`src/rtl/utlb_cache_pkg.sv`:
```
// -----------------------------------------------------------------------------
// memory_management
//   Shared types and helpers for the micro-TLB (utlb_cache) and its victim
//   selector.
//   - utlb_state_t : refill controller states
//   - utlb_entry_t : one fully-associative micro-TLB entry
//   - utlb_vpn()   : extract the right-aligned VPN from a virtual address
//   - utlb_pa()    : splice a PFN with the page offset of a virtual address
//   VPN and PFN fields are stored right-aligned in 32-bit containers so the
//   same struct works for any page size; the unused upper bits stay zero.
// -----------------------------------------------------------------------------
package memory_management;

  localparam int UTLB_VA_W = 32;

  typedef enum logic [1:0] {
    IDLE        = 2'd0,
    REFILL_REQ  = 2'd1,
    REFILL_WAIT = 2'd2
  } utlb_state_t;

  typedef struct packed {
    logic [UTLB_VA_W-1:0] vpn;     // right-aligned virtual page number
    logic [UTLB_VA_W-1:0] pfn;     // right-aligned physical frame number
    logic                 cached;
    logic                 dirty;
    logic                 valid;
  } utlb_entry_t;

  function automatic logic [UTLB_VA_W-1:0] utlb_vpn(
    input logic [UTLB_VA_W-1:0] va,
    input int                   page_bits
  );
    return va >> page_bits;
  endfunction

  function automatic logic [UTLB_VA_W-1:0] utlb_pa(
    input logic [UTLB_VA_W-1:0] pfn,
    input logic [UTLB_VA_W-1:0] va,
    input int                   page_bits
  );
    logic [UTLB_VA_W-1:0] off_mask;
    off_mask = ~({UTLB_VA_W{1'b1}} << page_bits);
    return (pfn << page_bits) | (va & off_mask);
  endfunction

endpackage

```
`src/rtl/utlb_cache_victim_sel.sv`:
```
// -----------------------------------------------------------------------------
// utlb_victim_sel
//   Chooses the entry to overwrite on a micro-TLB fill: the lowest-index
//   invalid entry if any exists, otherwise the entry named by the round-robin
//   pointer. Purely combinational.
//   Ports:
//     i_valid  [ENTRIES]  per-entry valid bits
//     i_rr_ptr [PTR_W]    round-robin pointer (binary index)
//     o_victim [ENTRIES]  one-hot victim index
// -----------------------------------------------------------------------------
module utlb_victim_sel
  import memory_management::*;
#(
  parameter  int ENTRIES = 4,
  localparam int PTR_W   = $clog2(ENTRIES)
) (
  input  logic [ENTRIES-1:0] i_valid,
  input  logic [PTR_W-1:0]   i_rr_ptr,
  output logic [ENTRIES-1:0] o_victim
);

  logic [ENTRIES-1:0] w_first_free;
  logic [ENTRIES-1:0] w_rr_onehot;
  logic               w_any_free;

  // Priority-encode the lowest-index free slot into a one-hot vector.
  always_comb begin
    w_first_free = {ENTRIES{1'b0}};
    w_any_free   = 1'b0;
    for (int i = 0; i < ENTRIES; i++) begin
      w_first_free[i] = !i_valid[i] && !w_any_free;
      w_any_free      = w_any_free || !i_valid[i];
    end
  end

  assign w_rr_onehot = {{(ENTRIES-1){1'b0}}, 1'b1} << i_rr_ptr;
  assign o_victim    = w_any_free ? w_first_free : w_rr_onehot;

endmodule

```
`src/rtl/utlb_cache.sv`:
```
// -----------------------------------------------------------------------------
// utlb_cache
//   Fully-associative micro-TLB in front of a main TLB.
//   A request accepted in IDLE is registered and tag-compared in the next
//   cycle. A hit answers in that cycle; a miss walks IDLE -> REFILL_REQ ->
//   REFILL_WAIT, forwards the main-TLB result as the response and caches it
//   only when it is a clean, valid hit.
//   Ports:
//     aclk, aresetn                clock, synchronous active-low reset
//     flush                        invalidate all entries
//     req_valid/req_ready/req_va   lookup request
//     resp_valid/resp_pa           one-cycle translation result
//     resp_cached/resp_dirty       page attributes
//     resp_miss/invalid/adderr     fault flags from the main TLB
//     treq_valid/treq_ready/va     refill request to the main TLB
//     tresp_valid + tresp_*        main-TLB result
// -----------------------------------------------------------------------------
module utlb_cache
  import memory_management::*;
#(
  parameter  int ENTRIES   = 4,
  parameter  int PAGE_BITS = 12,
  localparam int VPN_W     = 32 - PAGE_BITS,
  localparam int PTR_W     = $clog2(ENTRIES)
) (
  input  logic             aclk,
  input  logic             aresetn,
  input  logic             flush,
  input  logic             req_valid,
  output logic             req_ready,
  input  logic [31:0]      req_va,
  output logic             resp_valid,
  output logic [31:0]      resp_pa,
  output logic             resp_cached,
  output logic             resp_dirty,
  output logic             resp_miss,
  output logic             resp_invalid,
  output logic             resp_adderr,
  output logic             treq_valid,
  input  logic             treq_ready,
  output logic [31:0]      treq_va,
  input  logic             tresp_valid,
  input  logic [VPN_W-1:0] tresp_pfn,
  input  logic             tresp_hit,
  input  logic             tresp_v,
  input  logic             tresp_dirty,
  input  logic             tresp_cached,
  input  logic             tresp_error
);

  utlb_state_t        r_state;
  utlb_state_t        w_state_nxt;
  utlb_entry_t        r_entries [ENTRIES];
  logic [PTR_W-1:0]   r_rr_ptr;
  logic [31:0]        r_va;
  logic               r_pend;      // a registered request awaits its tag compare
  logic               r_flushed;   // flush seen while the refill was in flight

  logic [ENTRIES-1:0] w_valid_vec;
  logic [ENTRIES-1:0] w_match;
  logic [ENTRIES-1:0] w_victim;
  logic [31:0]        w_lookup_vpn;
  logic [31:0]        w_hit_pfn;
  logic               w_hit_cached;
  logic               w_hit_dirty;
  logic               w_hit;
  logic               w_lookup_miss;
  logic               w_accept;
  logic               w_tresp;
  logic               w_fill;
  utlb_entry_t        w_fill_entry;

  assign w_lookup_vpn = utlb_vpn(r_va, PAGE_BITS);

  // Tag compare; fills never duplicate a VPN, so at most one match is OR-merged.
  always_comb begin
    w_valid_vec  = {ENTRIES{1'b0}};
    w_match      = {ENTRIES{1'b0}};
    w_hit_pfn    = 32'h0000_0000;
    w_hit_cached = 1'b0;
    w_hit_dirty  = 1'b0;
    for (int i = 0; i < ENTRIES; i++) begin
      w_valid_vec[i] = r_entries[i].valid;
      w_match[i]     = r_entries[i].valid && (r_entries[i].vpn == w_lookup_vpn);
      w_hit_pfn      = w_hit_pfn | (r_entries[i].pfn & {32{w_match[i]}});
      w_hit_cached   = w_hit_cached | (w_match[i] & r_entries[i].cached);
      w_hit_dirty    = w_hit_dirty | (w_match[i] & r_entries[i].dirty);
    end
  end

  // A flush in the compare cycle forces a miss; reset suppresses any response.
  assign w_hit         = aresetn && r_pend && (|w_match) && !flush;
  assign w_lookup_miss = r_pend && !w_hit;
  // Stall new requests in the compare cycle that turns into a refill.
  assign req_ready     = (r_state == IDLE) && !w_lookup_miss;
  assign w_accept      = req_valid && req_ready;
  assign w_tresp       = aresetn && (r_state == REFILL_WAIT) && tresp_valid;
  assign w_fill        = w_tresp && tresp_hit && tresp_v && !tresp_error
                         && !r_flushed && !flush;
  assign treq_valid    = (r_state == REFILL_REQ);
  assign treq_va       = r_va;

  // Build the entry written on a successful refill.
  always_comb begin
    w_fill_entry        = {$bits(utlb_entry_t){1'b0}};
    w_fill_entry.vpn    = w_lookup_vpn;
    w_fill_entry.pfn    = {{PAGE_BITS{1'b0}}, tresp_pfn};
    w_fill_entry.cached = tresp_cached;
    w_fill_entry.dirty  = tresp_dirty;
    w_fill_entry.valid  = 1'b1;
  end

  utlb_victim_sel #(
    .ENTRIES (ENTRIES)
  ) u_victim_sel (
    .i_valid  (w_valid_vec),
    .i_rr_ptr (r_rr_ptr),
    .o_victim (w_victim)
  );

  // Refill controller state register.
  always_ff @(posedge aclk) begin
    if (!aresetn) begin
      r_state <= IDLE;
    end else begin
      r_state <= w_state_nxt;
    end
  end

  // Refill controller next-state logic.
  always_comb begin
    w_state_nxt = r_state;
    case (r_state)
      IDLE: begin
        if (w_lookup_miss) begin
          w_state_nxt = REFILL_REQ;
        end else begin
          w_state_nxt = IDLE;
        end
      end
      REFILL_REQ: begin
        if (treq_ready) begin
          w_state_nxt = REFILL_WAIT;
        end else begin
          w_state_nxt = REFILL_REQ;
        end
      end
      REFILL_WAIT: begin
        if (tresp_valid) begin
          w_state_nxt = IDLE;
        end else begin
          w_state_nxt = REFILL_WAIT;
        end
      end
      default: begin
        w_state_nxt = IDLE;
      end
    endcase
  end

  // Response mux: hit data from the array, refill data straight from the main TLB.
  always_comb begin
    resp_valid   = 1'b0;
    resp_pa      = 32'h0000_0000;
    resp_cached  = 1'b0;
    resp_dirty   = 1'b0;
    resp_miss    = 1'b0;
    resp_invalid = 1'b0;
    resp_adderr  = 1'b0;
    if (w_hit) begin
      resp_valid  = 1'b1;
      resp_pa     = utlb_pa(w_hit_pfn, r_va, PAGE_BITS);
      resp_cached = w_hit_cached;
      resp_dirty  = w_hit_dirty;
    end else if (w_tresp) begin
      resp_valid   = 1'b1;
      resp_pa      = utlb_pa(w_fill_entry.pfn, r_va, PAGE_BITS);
      resp_cached  = tresp_cached;
      resp_dirty   = tresp_dirty;
      resp_miss    = !tresp_hit;
      resp_invalid = tresp_hit && !tresp_v;
      resp_adderr  = tresp_error;
    end else begin
      resp_valid = 1'b0;
    end
  end

  // Request register; the address is held through the refill for treq_va.
  always_ff @(posedge aclk) begin
    if (!aresetn) begin
      r_pend <= 1'b0;
      r_va   <= 32'h0000_0000;
    end else begin
      r_pend <= w_accept;
      if (w_accept) begin
        r_va <= req_va;
      end else begin
        r_va <= r_va;
      end
    end
  end

  // Track a flush during the refill so its result is delivered but not cached.
  always_ff @(posedge aclk) begin
    if (!aresetn) begin
      r_flushed <= 1'b0;
    end else if (r_state == IDLE) begin
      r_flushed <= 1'b0;
    end else if (flush) begin
      r_flushed <= 1'b1;
    end else begin
      r_flushed <= r_flushed;
    end
  end

  // Entry array and round-robin pointer; flush beats a coincident fill.
  always_ff @(posedge aclk) begin
    if (!aresetn) begin
      for (int i = 0; i < ENTRIES; i++) begin
        r_entries[i] <= {$bits(utlb_entry_t){1'b0}};
      end
      r_rr_ptr <= {PTR_W{1'b0}};
    end else begin
      for (int i = 0; i < ENTRIES; i++) begin
        if (flush) begin
          r_entries[i].valid <= 1'b0;
        end else if (w_fill && w_victim[i]) begin
          r_entries[i] <= w_fill_entry;
        end else begin
          r_entries[i] <= r_entries[i];
        end
      end
      if (w_fill) begin
        r_rr_ptr <= r_rr_ptr + PTR_W'(1'b1);
      end else begin
        r_rr_ptr <= r_rr_ptr;
      end
    end
  end

endmodule

```
`config.mk`:
```
export PLATFORM = sky130hd
export DESIGN_NAME = utlb_cache
export DESIGN_NICKNAME = d
export VERILOG_FILES = /design/src/rtl/utlb_cache_pkg.sv /design/src/rtl/utlb_cache_victim_sel.sv /design/src/rtl/utlb_cache.sv
export SDC_FILE = /design/constraint.sdc
export NUM_CORES = 1
export LEC_CHECK = 0
export BUFFER_PORTS_ARGS = -buffer_cell sky130_fd_sc_hd__buf_2
export CORE_ASPECT_RATIO = 0.9
export CORE_MARGIN = 10
export CORE_UTILIZATION = 53
export DETAILED_ROUTE_END_ITERATION = 8
export PLACE_DENSITY = 0.82
export SLEW_MARGIN = 20
export SYNTH_ARGS = -nofsm -noshare
export SYNTH_HDL_FRONTEND = slang
export SYNTH_SLANG_ARGS = --single-unit
```
`constraint.sdc`:
```
create_clock -name aclk -period 5.9 [get_ports aclk]
set_input_delay 0.59 -clock aclk [delete_from_list [all_inputs] [get_ports aclk]]
set_output_delay 0.59 -clock aclk [all_outputs]
set_load 0.03 [all_outputs]
```
### Word-level counts from Yosys, hierarchy flattened

Memory sizes are Yosys's and may differ from the RTL's.
Cells that the tools add are included.

| word-level totals | value |
|---|---|
| register bits after elaboration | 38 |
| memories | 1 |
| bits in writable memories | 268 |
| bits of input ports | 63 |

Memories:

| memory | words | bits a word | rd ports | clocked after Yosys merged registers in | write ports | line | RTL |
|---|---|---|---|---|---|---|---|
| r_entries | 4 | 67 | 4 | 0 | 4 | utlb_cache.sv:53 | `utlb_entry_t r_entries [ENTRIES];` |

| cells by class | value |
|---|---|
| shift operators | 1 |
| $add $sub $neg | 1 |
| bitwise gates (word level) | 44 |
| reductions and logical operators | 44 |
| mux-type cells | 75 |
| equal/unequal tests | 6 |

Operator list:

| kind | count |
|---|---|
| 66-bit 2-to-1 mux | 8 |
| 32-bit by 20-bit == test with 1-bit output | 4 |
| 20-bit AND | 4 |
| 32-bit 2-to-1 mux | 2 |
| 32-bit by 12-bit OR with 32-bit output | 2 |
| 1-bit 2-to-1 mux | 61 |
| 20-bit OR | 3 |
| 1-bit OR | 26 |
| 1-bit logical AND | 25 |
| 1-bit zero test | 13 |
| 1-bit AND | 8 |
| 2-bit one-hot mux with 3 select lines | 1 |
| 2-bit 2-to-1 mux | 2 |
| 4-bit 2-to-1 mux | 1 |
| 4-bit OR reduction | 1 |
| 1-bit by 2-bit << shifter with 4-bit output, first input constant | 1 |
| 1-bit logical OR | 3 |
| 2-bit by 1-bit adder with 2-bit output, second input constant | 1 |
| 2-bit by 1-bit == test with 1-bit output, second input constant | 1 |
| 2-bit == test, second input constant | 1 |
| 2-bit zero test | 1 |
| 2-bit OR reduction | 1 |
| 1-bit NOT | 1 |

### Depth between registers and ports, before layout

Gate-level depths: netlist (run 1).

| logic depth | value |
|---|---|
| depth after elaboration | 15 |
| gate-level depth with buffers | 10 |
| mapped depth without buffers | 7 |

### By module

Synthesis (run 1) repeated with hierarchy kept, for this count alone.

| unflattened totals | value |
|---|---|
| cell total of the unflattened synthesis | 719 |
| area total of the unflattened synthesis | 9354.0 um^2 |

By module, submodules not included:

| module | cells each | times used | area an instance (um^2) | sequential area each (um^2) |
|---|---|---|---|---|
| utlb_cache | 708 | 1 | 9288.9 | 5925.7 |
| utlb_victim_sel | 11 | 1 | 65.1 | 0.0 |

### Worst setup path before layout (run 1)

Ideal clock, no wire load.

| path | value |
|---|---|
| kind | flip-flop to output port |
| from | register r_va[26] (netlist: treq_va[26]) |
| to | output port resp_pa[13] |
| path slack | 2.534 ns |
| cell stages (with the launch flop) | 11 |
| arrival time | 2.776 ns |
| data required time | 5.310 ns |
| cell sequence | dfxtp_1 -> clkbuf_1 -> xor2_1 -> nor4_1 -> nand4_1 -> nor4_4 -> o41ai_2 -> or2_1 -> buf_6 -> buf_6 -> mux2i_1 |

| between the ends | value |
|---|---|
| longest elaborated chain between the ends | 8 |
| elaborated cells on any way between the ends | 20 |
| those cells by class | 4 x eq/ne; 1 x mux; 8 x bitwise; 7 x reduce/logical |

Ends and longest elaborated chain:

| item | line | RTL |
|---|---|---|
| from (decl) | utlb_cache.sv:55 | `logic [31:0] r_va;` |
| from (signal assigned) | utlb_cache.sv:196 | `r_va <= req_va;` |
| from (signal assigned) | utlb_cache.sv:198 | `r_va <= r_va;` |
| 32-bit by 20-bit == test with 1-bit output | utlb_cache.sv:84 | `w_match[i] = r_entries[i].valid && (r_entries[i].vpn == w_lookup_vpn);` |
| 1-bit logical AND | utlb_cache.sv:84 |  |
| 20-bit AND | utlb_cache.sv:85 | `w_hit_pfn = w_hit_pfn \| (r_entries[i].pfn & {32{w_match[i]}});` |
| 20-bit OR (3 in a row) | utlb_cache.sv:85 |  |
| 32-bit by 12-bit OR with 32-bit output | utlb_cache_pkg.sv:44 | `return (pfn << page_bits) \| (va & off_mask);` |
| 32-bit 2-to-1 mux * | utlb_cache.sv:170 | `if (w_hit) begin` |
| to (decl) | utlb_cache.sv:33 | `output logic [31:0] resp_pa,` |

Mark *: on every way between the ends. The rest lies on a longest branch, timed or not.

### Worst setup path in the final report (run 1)

| path | value |
|---|---|
| from | register r_va[31] (netlist: treq_va[31]) |
| to | output port resp_pa[29] |

Same word-level chain as after synthesis.

==> impl_metrics.py, run 1 <==
metrics = {
    "routing": {
        "drt_iter0_markers": 527,
        "drc": 0,
        "routedWlPerCell_um": 19.85,
        "ant_nets": 0,
        "route.vias.total": 5902,
        "wl_mm": 21.36,
        "firstDrtPassIters": 5,
        "routed_via_density": 5.485,
    },
    "worst_setup_path": {
        "regToRegStartpoint": "treq_va[31]$_SDFFE_PN0P_",
        "rrSetupSlack_ps": 2470,
        "slowest_stage": "or2_2",
        "reg2reg_depth": 9,
        "rr_endpoint": "treq_va[21]$_SDFFE_PN0P_",
        "end_kind": "output pin",
        "cp_top_family": "simple AND/OR/NAND/NOR gates",
        "crit_chain": "xor2_1, nor4_1, nand4_1, nor4_4, buf_4, o41ai_2, or2_2, mux2i_1, buf_2",
        "cp_num_buf_inv": 2,
        "crit_type": "reg2out",
        "cpPeakStageDelay_ps": 660,
        "startpoint_type": "flop",
        "critPathMaxFanout": 38,
        "critPathArrivalTime_ps": 3910,
        "cp.required_ps": 5310,
    },
    "clock_tree": {
        "clk_latency_ps": 490,
        "cts_hold_buf": 0,
        "clockBufferDepth": 3,
        "path_clk_slew_ps": 60,
        "root_buffer": "clkbuf_16",
        "cts_tree": "built",
        "htree_levels": 1,
        "cts_setup_buffers": 0,
        "clock-sinks": 210,
        "numCtsBuffers": 21,
        "post_cts_resized": 0,
    },
    "timing": {
        "setup_viol": 0,
        "slew_viol_final": 0,
        "max_freq_mhz": 222.4,
        "hold_viol": 0,
        "rsz0062_at_grt": "no",
        "slew-limit-headroom_pct": 34.58,
        "worst_slew_pin_slew_ps": 981.4,
        "finalClockSkew_ps": 9.342,
        "period_needed_ps": 4496,
        "period_share_pct": 76.20,
        "fin_tns_setup_ps": 0,
    },
    "synth": {
        "yosysTopAreaCellShare_pct": 55.26,
        "synth.most_common_cell": "edfxtp_1",
        "avgSynthCellArea_sq_um": 13.11,
        "syn_inst": 713,
        "ys.flop_type": "edfxtp_1",
        "syn_area_sq_mm": 0.009346,
        "synthTopCellsByCount": "edfxtp_1, nand2_1, and2_1",
        "ys_types": 34,
        "synth_largest_area_cell": "edfxtp_1",
        "synth_warnings": 0,
        "synthTopCellsByArea": "edfxtp_1, dfxtp_1, mux2i_1",
        "synth_fp_nets": 780,
        "ys_async_sr_fraction_pct": 0,
        "synth_seq_area_share_pct": 63.40,
        "synth_edf_count": 172,
        "synth_seq_cells": 210,
    },
    "die": {
        "core_sq_mm": 0.01712,
        "ioPinCount": 135,
        "die_w_um": 160.0,
        "fp.dieArea_sq_mm": 0.02335,
        "fp-row-count": 45,
        "initial_core_util_pct": 54.61,
        "die_h_um": 146.0,
    },
    "final_layout": {
        "nets": 892,
        "area_delta_synth_final_pct": 15.34,
        "stdcell_count": 1076,
        "nFillCells": 1299,
        "postLayoutCellArea_sq_mm": 0.01078,
        "layout-drive-gt1-share_pct": 21.90,
    },
    "global_route": {
        "overflow": 0,
        "grt_pass1_wl_mm": 33.40,
        "antenna_found_initial": 1,
        "grt_start_max_net_pins": 76,
        "grt_pass1_vias": 6151,
        "track_usage_pct": 17.53,
    },
    "pwr": {
        "netSwitchingFraction_pct": 23.41,
        "power.internal_w": 0.002465,
        "fin_total_pwr_w": 0.003218,
        "p_sw_w": 0.0007534,
        "peakVddDrop_mv": 0.2604,
        "power_leakage_nw": 4.361,
        "combinationalPowerShare_pct": 8.3,
        "power.density_mw_per_mm2": 298.5,
        "power_frac_seq_pct": 54.3,
        "p_clk_share_pct": 37.4,
    },
    "placed_design": {
        "portBuffers": 134,
        "dp.final_hpwl_mm": 13.89,
        "placed_area_sq_mm": 0.01016,
        "place_congestion": 0.7938,
        "place_inst": 1037,
    },
    "min_path": {
        "hold_path_depth": 3,
        "hold_end": "treq_va[25]$_SDFFE_PN0P_",
        "hold_path_class": "in2reg",
        "hp-start": "req_va[25]",
    },
    "flow_run": {
        "cap_violations": 0,
    },
    "run_status": {
        "status": "completed",
    },
}
## per-layer routing
metal / routed length (um) / global-route usage, % / part of all wire (%) / up-vias
met5: 0 / 0 / 0 / -
met4: 475 / 5.138 / 2.2 / 0
met3: 1698 / 4.490 / 7.9 / 32
met2: 10020 / 28.03 / 47 / 238
met1: 9169 / 23.02 / 43 / 2859
li1: - / - / - / 2773
## metrics by stage
step           worst slack [ps]  hold slack [ps]  utilization [%]
6_report                   1404            342.8            62.98
3_3_place_gp               1987            453.3            59.34
3_5_place_dp               1912            461.0            59.37
5_1_grt                    1166            342.8            62.97
2_1_floorplan              2534            436.8                -
4_1_cts                    1391            328.7            62.94
## cell usage in the layout, fill, tap and decap left out, types with 21 or more instances in the layout
master / count
a22o_1: 22
edfxtp_1: 172
mux2i_1: 55
xor2_1: 32
buf_2: 134
and2_1: 86
a221oi_1: 22
nand2_1: 93
xnor2_1: 49
clkbuf_16: 21
dfxtp_1: 38
## flip-flops by register name, indices dropped and copies added, names as in the netlist
register and count:
r_entries 172, r_state 2, r_rr_ptr 2, treq_va 32
r_flushed 1, r_pend 1
## logic make-up (layout without fill, tap and decap cells)
group / count (synthesis) / in the layout / synth area share (%)
simple gates: 235 / 235 / 13.67
flops: 210 / 210 / 63.40
xor+xnor: 81 / 81 / 7.590
compound gates: 64 / 64 / 5.823
buf+inv: 64 / 191 / 3.092
mux: 55 / 55 / 5.890
fa+ha+maj: 4 / 4 / 0.5355
other cells: 0 / 1 / 0
## layout make-up
| type | count | area (sq um) | share of cell area, % |
|---|---|---|---|
| antenna | 1 | 2.502 | 0.02321 |
| clock buffer | 33 | 580.6 | 5.385 |
| clock inverter | 5 | 30.03 | 0.2786 |
| inverter | 8 | 30.03 | 0.2786 |
| multi-input combinational | 439 | 3164 | 29.35 |
| sequential | 210 | 5926 | 54.97 |
| tap | 235 | 294.0 | 2.727 |
| timing repair buffer | 145 | 753.2 | 6.987 |
## power groups by stage
stage                     sequential, W  combinational, W  clock [W]
after global placement          0.00177          0.000265          0
after global routing            0.00176          0.000289    0.00127
after floorplan                 0.00178          0.000166          0
after detailed placement        0.00178          0.000267          0
final                           0.00175          0.000267    0.00120
after CTS                       0.00175          0.000269    0.00121
## worst reg2reg max path: cells and delay by family, from the launching register on
| kind | cells | cell delay [ps] |
|---|---|---|
| flip-flops | 1 | 550 |
| XOR/XNOR | 1 | 140 |
| multiplexers | 1 | 270 |
| AO/OA/AOI/OAI | 2 | 610 |
| buffers and inverters | 2 | 790 |
| AND/OR/NAND/NOR | 3 | 990 |
## worst max path at each step
stage | slack [ps] | to | startpoint | depth (start not counted)
6_report | 1400 | resp_pa[29] | treq_va[31]$_SDFFE_PN0P_ | 9
5_1_grt | 1170 | resp_pa[18] | treq_va[24]$_SDFFE_PN0P_ | 9
4_1_cts | 1390 | resp_pa[29] | treq_va[24]$_SDFFE_PN0P_ | 9
3_5_place_dp | 1910 | resp_invalid | treq_va[31]$_SDFFE_PN0P_ | 9
3_3_place_gp | 1990 | resp_invalid | treq_va[31]$_SDFFE_PN0P_ | 9
2_1_floorplan | 2530 | resp_pa[13] | treq_va[26]$_SDFFE_PN0P_ | 10
(Power assumes the default switching activity.)
==> run 2: changes to the inputs <==
==> constraint.sdc (replaced) <==
create_clock -name aclk -period 4.4 [get_ports aclk]
set_input_delay 0.44 -clock aclk [delete_from_list [all_inputs] [get_ports aclk]]
set_output_delay 0.44 -clock aclk [all_outputs]
set_load 0.03 [all_outputs]
==> impl_metrics.py, run 2 (synthesis gave the netlist of run 1 again) <==
metrics = {
    "clock_tree": {
        "htree_levels": 1,
        "numCtsBuffers": 21,
        "cts_tree": "built",
        "root_buffer": "clkbuf_16",
        "path_clk_slew_ps": 60,
        "clockBufferDepth": 3,
        "clk_latency_ps": 500,
        "cts_hold_buf": 0,
        "clock-sinks": 210,
    },
    "die": {
        "ioPinCount": 135,
        "fp-row-count": 45,
        "die_h_um": 146.0,
        "core_sq_mm": 0.01712,
        "die_w_um": 160.0,
        "initial_core_util_pct": 54.61,
        "fp.dieArea_sq_mm": 0.02335,
    },
    "placed_design": {
        "portBuffers": 134,
        "dp.final_hpwl_mm": 14.08,
        "place_congestion": 0.8316,
    },
    "final_layout": {
        "area_delta_synth_final_pct": 16.65,
        "nFillCells": 1296,
        "antenna_cells": 0,
        "mostFrequentLayoutCells": "edfxtp_1, buf_2, nand2_1",
        "multiInputGateArea_sq_mm": 0.003157,
        "final_core_util_pct": 63.70,
        "seq_area_sq_mm": 0.005926,
        "nets": 897,
        "regMostFlops": "r_entries",
        "layout-drive-gt1-share_pct": 22.96,
        "final_common_cell": "edfxtp_1",
        "largest_reg_flops": 172,
    },
    "worst_setup_path": {
        "critPathArrivalTime_ps": 3520,
        "critPathMaxFanout": 38,
        "crit_type": "reg2out",
        "cp.required_ps": 3960,
        "startpoint_type": "flop",
        "end_kind": "output pin",
    },
    "timing": {
        "finalClockSkew_ps": 15.19,
        "period_share_pct": 90.03,
        "fin_tns_setup_ps": 0,
        "slew-limit-headroom_pct": 53.51,
        "hold_viol": 0,
        "rsz0062_at_grt": "no",
        "period_needed_ps": 3961,
        "setup_viol": 0,
        "max_freq_mhz": 252.5,
        "worst_slew_pin_slew_ps": 697.4,
        "slew_viol_final": 0,
    },
    "run_status": {
        "status": "completed",
    },
    "global_route": {
        "track_usage_pct": 17.80,
        "grt_pass1_vias": 6108,
        "overflow": 0,
        "grt_pass1_wl_mm": 33.91,
        "grt_start_max_net_pins": 65,
        "antenna_found_initial": 0,
    },
    "pwr": {
        "peakVddDrop_mv": 0.2613,
        "power_leakage_nw": 4.433,
        "power.density_mw_per_mm2": 407.9,
    },
    "routing": {
        "drc": 0,
        "firstDrtPassIters": 7,
        "routed_via_density": 5.491,
        "wl_mm": 21.32,
        "drt_iter0_markers": 400,
        "route.vias.total": 5930,
        "routedWlPerCell_um": 19.74,
        "ant_nets": 0,
    },
    "min_path": {
        "hold_path_class": "in2reg",
    },
    "flow_run": {
        "cap_violations": 0,
    },
}
[run 2: cell types whose count changed in the layout (fill, tap and decap cells not counted)]
cell / delta
clkbuf_1: -5
buf_4: +3
buf_12: +2
clkbuf_8: +2
nand2_2: +2
nand2_4: -2
bufinv_16: +1
clkbuf_16: +1
diode_2: -1
inv_4: +1
or2_2: -1
or2_4: +1
[run 2: worst max-delay path, cell delays in order, from the launching register on]
cell	delay, ps
dfxtp_1	540
xor2_1	140
nor4_1	580
nand4_1	310
nor4_4	340
o41ai_2	170
or2_4	460
mux2i_1	230
buf_2	220
[run 2: area by class of cell]
type | instances | area share (%)
flip-flops and latches | 210 | 54.35
multi-input cells | 439 | 28.95
well taps | 235 | 2.697
clock inverters | 7 | 0.6082
repair buffers | 150 | 7.482
clock buffers | 31 | 5.635
inverters | 8 | 0.2754
[run 2: where the power goes]
group	internal (W)	switching [W]	total, W
Sequential	0.00226	0.0000800	0.00234
Combinational	0.000137	0.000226	0.000364
Clock	0.00103	0.000711	0.00174
[run 2: final timing paths]
kind	from	endpoint	slack, ps	depth (start not counted)
setup reg to reg	treq_va[31]$_SDFFE_PN0P_	treq_va[26]$_SDFFE_PN0P_	1290	8
setup / recovery	treq_va[31]$_SDFFE_PN0P_	resp_pa[15]	440	8
hold / removal	req_va[2]	treq_va[2]$_SDFFE_PN0P_	180	3
hold reg to reg	r_state[1]$_SDFF_PN0_	r_state[0]$_SDFF_PN0_	470	1
[run 2: per-layer routing]
| metal | vias up | wire length [um] | track usage, % |
|---|---|---|---|
| li1 | 2778 | - | - |
| met1 | 2860 | 9279 | 24.02 |
| met2 | 262 | 9832 | 28.01 |
| met3 | 30 | 1787 | 4.406 |
| met4 | 0 | 416 | 4.725 |
| met5 | - | 0 | 0 |
[run 2: repair_timing]
action                     4_1_cts  5_1_grt
setup buffers                    0        0
setup endpoints to repair        0        9
resized for setup                0        1
[run 2: metrics by stage]
stage | cell area, sq um | setup slack [ps] | hold slack, ps | total power (W) | std cells
floorplan | 9346 | 1184 | 436.8 | 0.002610 | 713
global placement | 10220 | 828.4 | 451.6 | 0.002738 | 1042
detailed placement | 10220 | 755.2 | 463.4 | 0.002748 | 1042
CTS | 10900 | 227.6 | 169.9 | 0.004479 | 1080
global route | 10900 | 267.6 | 179.5 | 0.004599 | 1080
finish | 10900 | 438.9 | 179.4 | 0.004448 | 1080
==> run 3: changes to the inputs <==
--- a/config.mk
+++ b/config.mk
@@ -5,12 +5,13 @@
 export SDC_FILE = /design/constraint.sdc
 export NUM_CORES = 1
 export LEC_CHECK = 0
+export ABC_AREA = 1
 export BUFFER_PORTS_ARGS = -buffer_cell sky130_fd_sc_hd__buf_2
 export CORE_ASPECT_RATIO = 0.9
 export CORE_MARGIN = 10
 export CORE_UTILIZATION = 53
 export DETAILED_ROUTE_END_ITERATION = 8
-export PLACE_DENSITY = 0.82
+export PLACE_DENSITY = 0.81
 export SLEW_MARGIN = 20
 export SYNTH_ARGS = -nofsm -noshare
 export SYNTH_HDL_FRONTEND = slang
==> impl_metrics.py, run 3 <==
metrics = {
    "pwr": {
        "p_clk_share_pct": 37.5,
        "power.density_mw_per_mm2": 397.7,
        "fin_total_pwr_w": 0.004621,
        "power_frac_seq_pct": 50.7,
        "p_sw_w": 0.001178,
        "power_leakage_nw": 5.634,
        "power.internal_w": 0.003443,
        "netSwitchingFraction_pct": 25.50,
        "combinationalPowerShare_pct": 11.8,
        "peakVddDrop_mv": 0.3006,
    },
    "worst_setup_path": {
        "cp_num_buf_inv": 3,
        "crit_path_start": "treq_va[15]$_SDFFE_PN0P_",
        "startpoint_type": "flop",
        "crit_chain": "inv_1, o21ai_0, nor2_1, nand2_1, nor2_1, nand3_2, buf_4, nand2_1, o21ai_4, nand2_2, o21ai_0, buf_2",
        "cp.required_ps": 3960,
        "cp_top_family": "compound AO/OA/AOI/OAI gates",
        "regToRegStartpoint": "treq_va[15]$_SDFFE_PN0P_",
        "cpPeakStageDelay_ps": 480,
        "slowest_stage": "o21ai_4",
        "critPathMaxFanout": 24,
        "critPathArrivalTime_ps": 3490,
        "crit_type": "reg2out",
        "end_kind": "output pin",
    },
    "synth": {
        "ys_async_sr_fraction_pct": 0,
        "ys_types": 31,
        "syn_area_sq_mm": 0.009982,
        "synth_warnings": 0,
        "synth_seq_cells": 210,
        "synthTopCellsByArea": "edfxtp_1, nand2_1, inv_1",
        "synth_largest_area_cell": "edfxtp_1",
        "synth_edf_count": 172,
        "synth_fp_nets": 1227,
        "avgSynthCellArea_sq_um": 8.605,
        "synth.most_common_cell": "nand2_1",
        "ys.flop_type": "edfxtp_1",
        "yosysTopAreaCellShare_pct": 51.74,
        "syn_inst": 1160,
        "synthTopCellsByCount": "nand2_1, inv_1, edfxtp_1",
        "synth_seq_area_share_pct": 59.36,
    },
    "timing": {
        "holdWs_ps": 146.0,
        "worst_slew_pin_slew_ps": 652.4,
        "hold_viol": 0,
        "slew-limit-headroom_pct": 56.51,
        "setup_viol": 0,
        "period_needed_ps": 3926,
        "finalClockSkew_ps": 15.62,
        "period_share_pct": 89.22,
        "rsz0062_at_grt": "no",
        "fin_tns_setup_ps": 0,
        "fin_ws_ps": 474.4,
        "slew_viol_final": 0,
        "max_freq_mhz": 254.7,
    },
    "routing": {
        "ant_nets": 0,
        "drt_iter0_markers": 671,
        "firstDrtPassIters": 5,
        "routed_via_density": 5.157,
        "wl_mm": 26.02,
        "route.vias.total": 8024,
        "routedWlPerCell_um": 16.72,
        "drc": 0,
    },
    "global_route": {
        "track_usage_pct": 20.60,
        "grt_pass1_wl_mm": 40.69,
        "grt_pass1_vias": 8049,
        "antenna_found_initial": 0,
        "grt_start_max_net_pins": 45,
        "overflow": 0,
    },
    "final_layout": {
        "seq_area_sq_mm": 0.005926,
        "mostFrequentLayoutCells": "inv_1, nand2_1, edfxtp_1",
        "antenna_cells": 0,
        "area_delta_synth_final_pct": 16.41,
        "multiInputGateArea_sq_mm": 0.002863,
        "layout-drive-gt1-share_pct": 16.63,
        "regMostFlops": "r_entries",
        "nets": 1362,
        "largest_reg_flops": 172,
        "nFillCells": 1481,
    },
    "clock_tree": {
        "root_buffer": "clkbuf_16",
        "numCtsBuffers": 22,
        "cts_tree": "built",
        "post_cts_resized": 0,
        "clock-sinks": 210,
        "cts_setup_buffers": 0,
        "clk_latency_ps": 500,
        "path_clk_slew_ps": 60,
        "cts_hold_buf": 0,
        "htree_levels": 1,
        "clockBufferDepth": 3,
    },
    "min_path": {
        "hold_path_class": "in2reg",
        "hp-start": "tresp_valid",
    },
    "placed_design": {
        "place_congestion": 0.9189,
        "portBuffers": 134,
        "dp.final_hpwl_mm": 17.69,
        "pre_cts_ws_ps": 1046,
    },
    "die": {
        "core_sq_mm": 0.01847,
        "fp-row-count": 47,
        "initial_core_util_pct": 54.06,
        "ioPinCount": 135,
        "die_w_um": 164.7,
        "fp.dieArea_sq_mm": 0.02473,
        "die_h_um": 150.2,
    },
    "flow_run": {
        "cap_violations": 0,
    },
    "run_status": {
        "status": "completed",
    },
}
[run 3: cell types whose count changed in the layout (fill, tap and decap cells not counted), sizes merged, moves of 12 or more]
cell    before  now
inv         10  276
nand2       95  256
a21boi      13    1
o21ai        0   67
xor2        32    2
nand4       15   33
mux2i       55    0
a22o        22    0
o22ai        0   44
xnor2       49    8
a221oi      22    0
and2        86    0
a21oi        1   18
nor2         6  169
[run 3: logic make-up (layout without fill, tap and decap cells)]
group                      after synthesis  after routing  synth area share (%)
buffers and inverters                  317            468                 12.08
adders and majority gates                4              4                0.5014
AOI/OAI and AO/OA                      133            133                 7.433
and+or+nand+nor                        486            486                 19.74
DFF                                    210            210                 59.36
xor gates and xnor gates                10             10                0.8775
[run 3: per-layer routing]
| metal | wire length (um) | share of wire (%) | global-route usage, % |
|---|---|---|---|
| met5 | 0 | 0 | 0 |
| met4 | 579 | 2.2 | 7.035 |
| met3 | 2424 | 9.3 | 4.177 |
| met2 | 12340 | 47 | 34.38 |
| met1 | 10680 | 41 | 26.22 |
[run 3: final timing paths]
check	slack (ps)	to	cells past startpoint
max	470	resp_pa[16]	12
min	150	r_state[1]$_SDFF_PN0_	2
max reg2reg	1110	treq_va[30]$_SDFFE_PN0P_	15
min reg2reg	530	treq_va[10]$_SDFFE_PN0P_	4
[run 3: final cells by class]
class	count	share of cell area, %
Clock buffer	34	5.567
Clock inverter	6	0.2369
Inverter	277	8.948
Multi-Input combinational cell	633	24.64
Sequential cell	210	51.00
Tap cell	245	2.638
Timing Repair Buffer	151	6.977
[run 3: metrics by stage]
step	cells	util (%)	instance area, sq um
detailed placement	1516	59.28	10950
floorplan	1160	-	9982
finish	1556	62.93	11620
global placement	1516	59.28	10950
CTS	1556	62.93	11620
global route	1556	62.93	11620
[run 3: power groups by stage]
stage	Clock, W	Combinational, W	Sequential, W
2_1_floorplan	0	0.000306	0.00242
3_3_place_gp	0	0.000524	0.00238
3_5_place_dp	0	0.000539	0.00238
4_1_cts	0.00175	0.000543	0.00234
5_1_grt	0.00181	0.000604	0.00236
6_report	0.00173	0.000544	0.00234
